===== src/rtl/alu_seq_if.sv =====
`default_nettype none
// ============================================================================
// alu_seq_if : operand/result handshake bundle for the sequential ALU
// Rev 1.0
// ============================================================================
interface alu_seq_if #(
  parameter int WIDTH = 32
) ();
  logic             in_valid;
  logic             in_ready;
  logic [WIDTH-1:0] A;
  logic [WIDTH-1:0] B;
  logic [3:0]       func;
  logic             out_valid;
  logic             out_ready;
  logic [WIDTH-1:0] result;
  logic             zero;
  logic             negative;
  logic             carry;
  logic             overflow;
  logic             illegal;

  modport master (
    output in_valid, A, B, func, out_ready,
    input  in_ready, out_valid, result, zero, negative, carry, overflow, illegal
  );

  modport slave (
    input  in_valid, A, B, func, out_ready,
    output in_ready, out_valid, result, zero, negative, carry, overflow, illegal
  );
endinterface
`default_nettype wire


===== src/rtl/alu_seq.sv =====
`default_nettype none
// ============================================================================
// alu_seq : handshaked multi-cycle ALU (bit-serial shifts, shift-add multiply)
// Rev 1.0
// ============================================================================
module alu_seq #(
  parameter int WIDTH = 32
) (
  input  logic      clk,
  input  logic      rst,
  alu_seq_if.slave  bus
);
  localparam int SHW = $clog2(WIDTH);
  localparam int CW  = SHW + 1;

  localparam logic [1:0] S_IDLE  = 2'd0;
  localparam logic [1:0] S_SHIFT = 2'd1;
  localparam logic [1:0] S_MUL   = 2'd2;
  localparam logic [1:0] S_DONE  = 2'd3;

  localparam logic [3:0] OP_ADD  = 4'd0;
  localparam logic [3:0] OP_SUB  = 4'd1;
  localparam logic [3:0] OP_AND  = 4'd2;
  localparam logic [3:0] OP_OR   = 4'd3;
  localparam logic [3:0] OP_XOR  = 4'd4;
  localparam logic [3:0] OP_NOT  = 4'd5;
  localparam logic [3:0] OP_SLA  = 4'd6;
  localparam logic [3:0] OP_SRA  = 4'd7;
  localparam logic [3:0] OP_SRL  = 4'd8;
  localparam logic [3:0] OP_MUL  = 4'd9;
  localparam logic [3:0] OP_SLT  = 4'd10;
  localparam logic [3:0] OP_SLTU = 4'd11;

  logic [1:0]       r_state;
  logic [1:0]       w_next;
  logic [WIDTH-1:0] r_acc;
  logic [WIDTH-1:0] r_opa;
  logic [WIDTH-1:0] r_opb;
  logic [CW-1:0]    r_cnt;
  logic [3:0]       r_func;
  logic [WIDTH-1:0] r_result;
  logic             r_zero;
  logic             r_neg;
  logic             r_carry;
  logic             r_ovf;
  logic             r_ill;
  logic             r_out_valid;

  logic             w_in_ready;
  logic             w_accept;
  logic             w_is_shift;
  logic             w_multi;
  logic             w_last;
  logic             w_fin;
  logic             w_carry;
  logic             w_ovf;
  logic             w_ill;
  logic [SHW-1:0]   w_k;
  logic [WIDTH:0]   w_sum;
  logic [WIDTH:0]   w_diff;
  logic [WIDTH-1:0] w_step;
  logic [WIDTH-1:0] w_mac;
  logic [WIDTH-1:0] w_res;

  assign w_in_ready = (r_state == S_IDLE) & ~rst;
  assign w_accept   = bus.in_valid & w_in_ready;
  assign w_k        = bus.B[SHW-1:0];
  assign w_is_shift = (bus.func == OP_SLA) | (bus.func == OP_SRA) | (bus.func == OP_SRL);
  assign w_multi    = (bus.func == OP_MUL) | (w_is_shift & (w_k != '0));
  assign w_last     = (r_cnt == CW'(1));
  // Extra top bit gives carry-out for ADD and borrow for SUB.
  assign w_sum      = {1'b0, bus.A} + {1'b0, bus.B};
  assign w_diff     = {1'b0, bus.A} - {1'b0, bus.B};
  assign w_mac      = r_acc + (r_opb[0] ? r_opa : '0);

  always_comb begin
    case (r_func)
      OP_SLA:  w_step = r_acc << 1;
      OP_SRA:  w_step = {r_acc[WIDTH-1], r_acc[WIDTH-1:1]};
      default: w_step = r_acc >> 1;
    endcase
  end

  always_ff @(posedge clk or posedge rst) begin
    if (rst) begin
      r_state <= S_IDLE;
    end else begin
      r_state <= w_next;
    end
  end

  always_comb begin
    w_next = r_state;
    case (r_state)
      S_IDLE: begin
        if (w_accept) begin
          if (bus.func == OP_MUL) begin
            w_next = S_MUL;
          end else if (w_multi) begin
            w_next = S_SHIFT;
          end else begin
            w_next = S_DONE;
          end
        end
      end
      S_SHIFT, S_MUL: begin
        if (w_last) begin
          w_next = S_DONE;
        end
      end
      S_DONE: begin
        if (bus.out_ready) begin
          w_next = S_IDLE;
        end
      end
      default: w_next = S_IDLE;
    endcase
  end

  // w_fin marks the edge at which a final result and its flags are captured.
  always_comb begin
    w_fin   = 1'b0;
    w_res   = '0;
    w_carry = 1'b0;
    w_ovf   = 1'b0;
    w_ill   = 1'b0;
    case (r_state)
      S_IDLE: begin
        if (w_accept && !w_multi) begin
          w_fin = 1'b1;
          case (bus.func)
            OP_ADD: begin
              w_res   = w_sum[WIDTH-1:0];
              w_carry = w_sum[WIDTH];
              w_ovf   = (bus.A[WIDTH-1] == bus.B[WIDTH-1]) &
                        (w_sum[WIDTH-1] != bus.A[WIDTH-1]);
            end
            OP_SUB: begin
              w_res   = w_diff[WIDTH-1:0];
              w_carry = w_diff[WIDTH];
              w_ovf   = (bus.A[WIDTH-1] != bus.B[WIDTH-1]) &
                        (w_diff[WIDTH-1] != bus.A[WIDTH-1]);
            end
            OP_AND:  w_res = bus.A & bus.B;
            OP_OR:   w_res = bus.A | bus.B;
            OP_XOR:  w_res = bus.A ^ bus.B;
            OP_NOT:  w_res = ~bus.A;
            OP_SLA, OP_SRA, OP_SRL: w_res = bus.A;
            OP_SLT:  w_res = {{(WIDTH-1){1'b0}}, ($signed(bus.A) < $signed(bus.B))};
            OP_SLTU: w_res = {{(WIDTH-1){1'b0}}, (bus.A < bus.B)};
            default: w_ill = 1'b1;
          endcase
        end
      end
      S_SHIFT: begin
        w_fin = w_last;
        w_res = w_step;
      end
      S_MUL: begin
        w_fin = w_last;
        w_res = w_mac;
      end
      default: w_fin = 1'b0;
    endcase
  end

  always_ff @(posedge clk or posedge rst) begin
    if (rst) begin
      r_acc       <= '0;
      r_opa       <= '0;
      r_opb       <= '0;
      r_cnt       <= '0;
      r_func      <= '0;
      r_result    <= '0;
      r_zero      <= 1'b0;
      r_neg       <= 1'b0;
      r_carry     <= 1'b0;
      r_ovf       <= 1'b0;
      r_ill       <= 1'b0;
      r_out_valid <= 1'b0;
    end else begin
      case (r_state)
        S_IDLE: begin
          if (w_accept) begin
            r_func <= bus.func;
            if (bus.func == OP_MUL) begin
              r_acc <= '0;
              r_opa <= bus.A;
              r_opb <= bus.B;
              r_cnt <= CW'(WIDTH);
            end else begin
              r_acc <= bus.A;
              r_cnt <= {1'b0, w_k};
            end
          end
        end
        S_SHIFT: begin
          r_acc <= w_step;
          r_cnt <= r_cnt - CW'(1);
        end
        S_MUL: begin
          r_acc <= w_mac;
          r_opa <= r_opa << 1;
          r_opb <= r_opb >> 1;
          r_cnt <= r_cnt - CW'(1);
        end
        default: r_cnt <= r_cnt;
      endcase

      if (w_fin) begin
        r_result    <= w_res;
        r_zero      <= (w_res == '0) & ~w_ill;
        r_neg       <= w_res[WIDTH-1];
        r_carry     <= w_carry;
        r_ovf       <= w_ovf;
        r_ill       <= w_ill;
        r_out_valid <= 1'b1;
      end else if ((r_state == S_DONE) && bus.out_ready) begin
        r_out_valid <= 1'b0;
      end
    end
  end

  assign bus.in_ready  = w_in_ready;
  assign bus.out_valid = r_out_valid;
  assign bus.result    = r_result;
  assign bus.zero      = r_zero;
  assign bus.negative  = r_neg;
  assign bus.carry     = r_carry;
  assign bus.overflow  = r_ovf;
  assign bus.illegal   = r_ill;
endmodule
`default_nettype wire


===== src/flat_wrapper.sv =====
// flat-port wrapper written by rule: the top's interface ports become plain ports
module alu_seq_flat 
#(
  parameter int WIDTH = 32
)
  (clk, rst, bus_in_valid, bus_A, bus_B, bus_func, bus_out_ready, bus_in_ready, bus_out_valid, bus_result, bus_zero, bus_negative, bus_carry, bus_overflow, bus_illegal);
  alu_seq_if #(.WIDTH(WIDTH)) bus_i ();
  input  logic clk;
  input  logic rst;
  input wire logic [$bits(bus_i.in_valid)-1:0] bus_in_valid;
  input wire logic [$bits(bus_i.A)-1:0] bus_A;
  input wire logic [$bits(bus_i.B)-1:0] bus_B;
  input wire logic [$bits(bus_i.func)-1:0] bus_func;
  input wire logic [$bits(bus_i.out_ready)-1:0] bus_out_ready;
  output wire logic [$bits(bus_i.in_ready)-1:0] bus_in_ready;
  output wire logic [$bits(bus_i.out_valid)-1:0] bus_out_valid;
  output wire logic [$bits(bus_i.result)-1:0] bus_result;
  output wire logic [$bits(bus_i.zero)-1:0] bus_zero;
  output wire logic [$bits(bus_i.negative)-1:0] bus_negative;
  output wire logic [$bits(bus_i.carry)-1:0] bus_carry;
  output wire logic [$bits(bus_i.overflow)-1:0] bus_overflow;
  output wire logic [$bits(bus_i.illegal)-1:0] bus_illegal;
  assign bus_i.in_valid = bus_in_valid;
  assign bus_i.A = bus_A;
  assign bus_i.B = bus_B;
  assign bus_i.func = bus_func;
  assign bus_i.out_ready = bus_out_ready;
  assign bus_in_ready = bus_i.in_ready;
  assign bus_out_valid = bus_i.out_valid;
  assign bus_result = bus_i.result;
  assign bus_zero = bus_i.zero;
  assign bus_negative = bus_i.negative;
  assign bus_carry = bus_i.carry;
  assign bus_overflow = bus_i.overflow;
  assign bus_illegal = bus_i.illegal;
  alu_seq #(.WIDTH(WIDTH)) u_core (.clk(clk), .rst(rst), .bus(bus_i));
endmodule

===== config.mk =====
export PLATFORM = sky130hd
export DESIGN_NAME = alu_seq_flat
export DESIGN_NICKNAME = d
export VERILOG_FILES = /design/src/rtl/alu_seq_if.sv /design/src/rtl/alu_seq.sv /design/src/flat_wrapper.sv
export SDC_FILE = /design/constraint.sdc
export NUM_CORES = 1
export LEC_CHECK = 0
export ABC_AREA = 1
export BUFFER_PORTS_ARGS = -buffer_cell sky130_fd_sc_hd__buf_2
export CORE_MARGIN = 5
export CORE_UTILIZATION = 55
export DETAILED_ROUTE_END_ITERATION = 8
export PLACE_DENSITY = 0.8
export SLEW_MARGIN = 30
export SYNTH_ARGS = -nofsm -noshare
export SYNTH_HDL_FRONTEND = slang
export SYNTH_SLANG_ARGS = --single-unit

===== constraint.sdc =====
create_clock -name clk -period 12.6 [get_ports clk]
set_clock_uncertainty 0.15 [all_clocks]
set_input_delay 1.26 -clock clk [delete_from_list [all_inputs] [get_ports clk]]
set_output_delay 1.26 -clock clk [all_outputs]
set_load 0.01 [all_outputs]

==> out/metrics.cfg <==
[timing]
grt_setup_unrepaired=no
final.min_clock_period_ps=4120
holdWs_ps=342
finalSetupViolCount=0
max_clock_freq_mhz=243
slew_headroom_pct=32.6
worst_slack_ps=8480
fin_crit_sh_pct=32.7
finalHoldViolations=0
fin_setup_tns_ps=0
timing.final.max_slew_violations=0
tightest_slew_ps=1010

[floorplanning]
num_rows=63
dieWidth_um=183
core-area_mm2=0.0296
num_io_pins=111
die_area_mm2=0.0334
start_util_pct=55.5
die_h_um=183

[setup_path]
worstRegToRegCells=19
crit_type=primary input to register
r2r-end=u_core.bus.zero$_DFFE_PP0P_
cp-start-kind=primary input
cp.required_ps=12850
crit_path_start=bus_A[16]
reg2reg_from=u_core.r_opb[0]$_DFFE_PP0P_
worstPathArrival_ps=4370
reg2reg_slack_ps=8670
worstPathMaxFanout=9
endpoint_kind=register

[route]
drt-initial-drc-count=2419
wl_um=67600
vias_per_cell=6.08
drt_first_pass_iters=7
postRouteAntennaNets=0
vias=19700
routedWlPerCell_um=20.9
drc_errors=0

[clocking]
post_cts_buffers=0
clockRootBuffer=clkbuf_16
holdBufCountCts=0
cts_tree=done
clock_sinks=145
clk_latency_ps=460
cts_resized=0
cts_buffer_depth=2
clk_pin_slew_ps=80
cts_buffers=17
htree_levels=4

[pwr]
p_total_mw=4.16
cellLeakagePower_nw=9.44
power.density_mw_per_mm2=235
ir_worst_vdd_mv=0.197

[min_path]
hold_depth=2
worstHoldPathType=register to register
holdPathEnd=u_core.r_func[3]$_DFFE_PP0P_
hp-start=u_core.r_func[3]$_DFFE_PP0P_

[placed_design]
gp_congestion=1.08
detailed_place_hpwl_um=52200
port-buffer-count=110
pre_cts_slack_ps=8160
numPlacedInstances=3207
dpl-instance-area_mm2=0.0171

[layout]
antennaDiodeCount=0
syn_to_final_growth_pct=7.64
n_fill_cell=2955
drive_gt1_share_pct=6.35
utilization_pct=59.8
layout.nets=3044
layout.cells.non_filler=3239
fin_area_mm2=0.0177

[logic_synthesis]
ys_seq_area_share_pct=22.1
synth.area.top_cells=dfrtp_1 (22%), nand2_1 (21%), ha_1 (10%)
synth_cell_type_count=46
synth_top_area_cell=dfrtp_1
syn-cell-area_mm2=0.0164
synth_top_area_share_pct=22.1
yosys_warnings=0
yosys_register_bits=145
synth.area.mux_share_pct=0
synth-xor-area-share_pct=0.107
synth_nets=3017
yosys.area_share.simple_pct=38.9
synth_edf_count=0
synth_top_family_by_area=simple AND/OR/NAND/NOR gates
postSynthAreaPerCell_um2=5.84
ys.flop_type=dfrtp_1
synth_fa_ha_area_share_pct=10.5
synth_compound_area_share_pct=16.5
synthArstFlopShare_pct=100
netlist_instances=2809

[global_routing]
grt_usage_pct=39.3
grt_max_degree=91
grt_pass1_vias=18500
grt_pass1_wl_um=103000
antenna_found_initial=4
grt_overflow=0

[run]
max_cap_viol_count=0

[status]
status=complete, no violations

[worst max-delay path by stage]
stage / endpoint / slack (ps) / cells after the start
2_1_floorplan: u_core.bus.carry$_DFFE_PP0P_ / 7300 / 1
3_3_place_gp: u_core.bus.zero$_DFFE_PP0P_ / 8130 / 23
3_5_place_dp: u_core.bus.zero$_DFFE_PP0P_ / 8160 / 23
4_1_cts: u_core.bus.zero$_DFFE_PP0P_ / 8620 / 23
5_1_grt: u_core.bus.zero$_DFFE_PP0P_ / 8290 / 19
6_report: u_core.bus.zero$_DFFE_PP0P_ / 8480 / 19
[Yosys cell counts, drive strengths merged, types with 3 or more instances]
| master | number |
|---|---|
| nand2 | 915 |
| inv | 381 |
| nor2 | 327 |
| nand3 | 240 |
| dfrtp | 145 |
| a21oi | 142 |
| ha | 133 |
| o21ai | 129 |
| a31oi | 98 |
| buf | 60 |
| clkbuf | 57 |
| nand4 | 33 |
| nor3 | 24 |
| o21bai | 18 |
| nand3b | 17 |
| o211ai | 16 |
| a221oi | 15 |
| o22ai | 15 |
| a21boi | 6 |
| o221ai | 6 |
| a21o | 5 |
| and2 | 4 |
| a2bb2oi | 3 |
| fa | 3 |
| o31ai | 3 |
[placed cells by master, fill, tap and decap left out, types with 4 or more instances in the layout]
cell type    n
a21boi_0     6
a21o_1       5
a21oi_1    141
a221oi_1    15
a31oi_1     98
and2_1       4
buf_2      110
buf_4       14
clkbuf_16   17
dfrtp_1    144
ha_1       132
inv_1      374
inv_2        5
inv_6        8
inv_8        5
nand2_1    908
nand2_2      6
nand3_1    240
nand3b_1    17
nand4_1     33
nor2_1     323
nor3_1      23
o211ai_1    16
o21ai_0    128
o21bai_1    18
o221ai_1     6
o22ai_1     15
[per-layer routing]
metal	vias to the layer above	track usage (%)	routed length [um]
met3	251	7.75	7310
met4	8	17.0	3570
met2	1167	62.0	29400
li1	9155	-	-
met1	9112	52.9	27300
met5	-	0	59
[cells by family (layout without fill, tap and decap cells)]
logic type | count (synthesis) | in the layout
DFF | 145 | 145
adders and majority gates | 136 | 136
AOI/OAI and AO/OA | 465 | 465
xor gates and xnor gates | 2 | 2
buffers and inverters | 498 | 538
and+or+nand+nor | 1563 | 1563
[sequential cells by signal (all words and copies together) (netlist names), 2 cells and up]
| register | flops |
|---|---|
| u_core.bus.result | 31 |
| u_core.r_acc | 32 |
| u_core.r_cnt | 6 |
| u_core.r_func | 4 |
| u_core.r_opa | 32 |
| u_core.r_opb | 32 |
| u_core.r_state | 2 |
[power breakdown]
group | internal (mW) | switching, mW | total (mW)
Sequential | 0.693 | 0.207 | 0.901
Clock | 0.266 | 0.267 | 0.533
Combinational | 0.856 | 1.87 | 2.73
[area by class of cell]
cell class | count | area [um2] | share of cell area [%]
Inverter | 381 | 1440 | 8.13
Clock inverter | 15 | 158 | 0.892
Sequential cell | 145 | 3630 | 20.5
Tap cell | 390 | 488 | 2.76
Multi-Input combinational cell | 2166 | 10900 | 61.5
Clock buffer | 17 | 425 | 2.41
Timing Repair Buffer | 125 | 667 | 3.77
[worst max-delay path: stages]
cell and delay [ps]:
buf_2 200, inv_1 110, ha_1 480, nand2_1 120
nor2_1 210, inv_1 90, nor3_1 550, nand3b_1 220
nand3_1 120, nand2_1 50, nand3_1 80, nand3_1 160
a21oi_1 230, nand2_1 80, nand2_1 70, nand3_1 90
nor2_1 110, nand4_1 80, nand2_1 60
No activity file was read; power rests on OpenSTA's default activity.
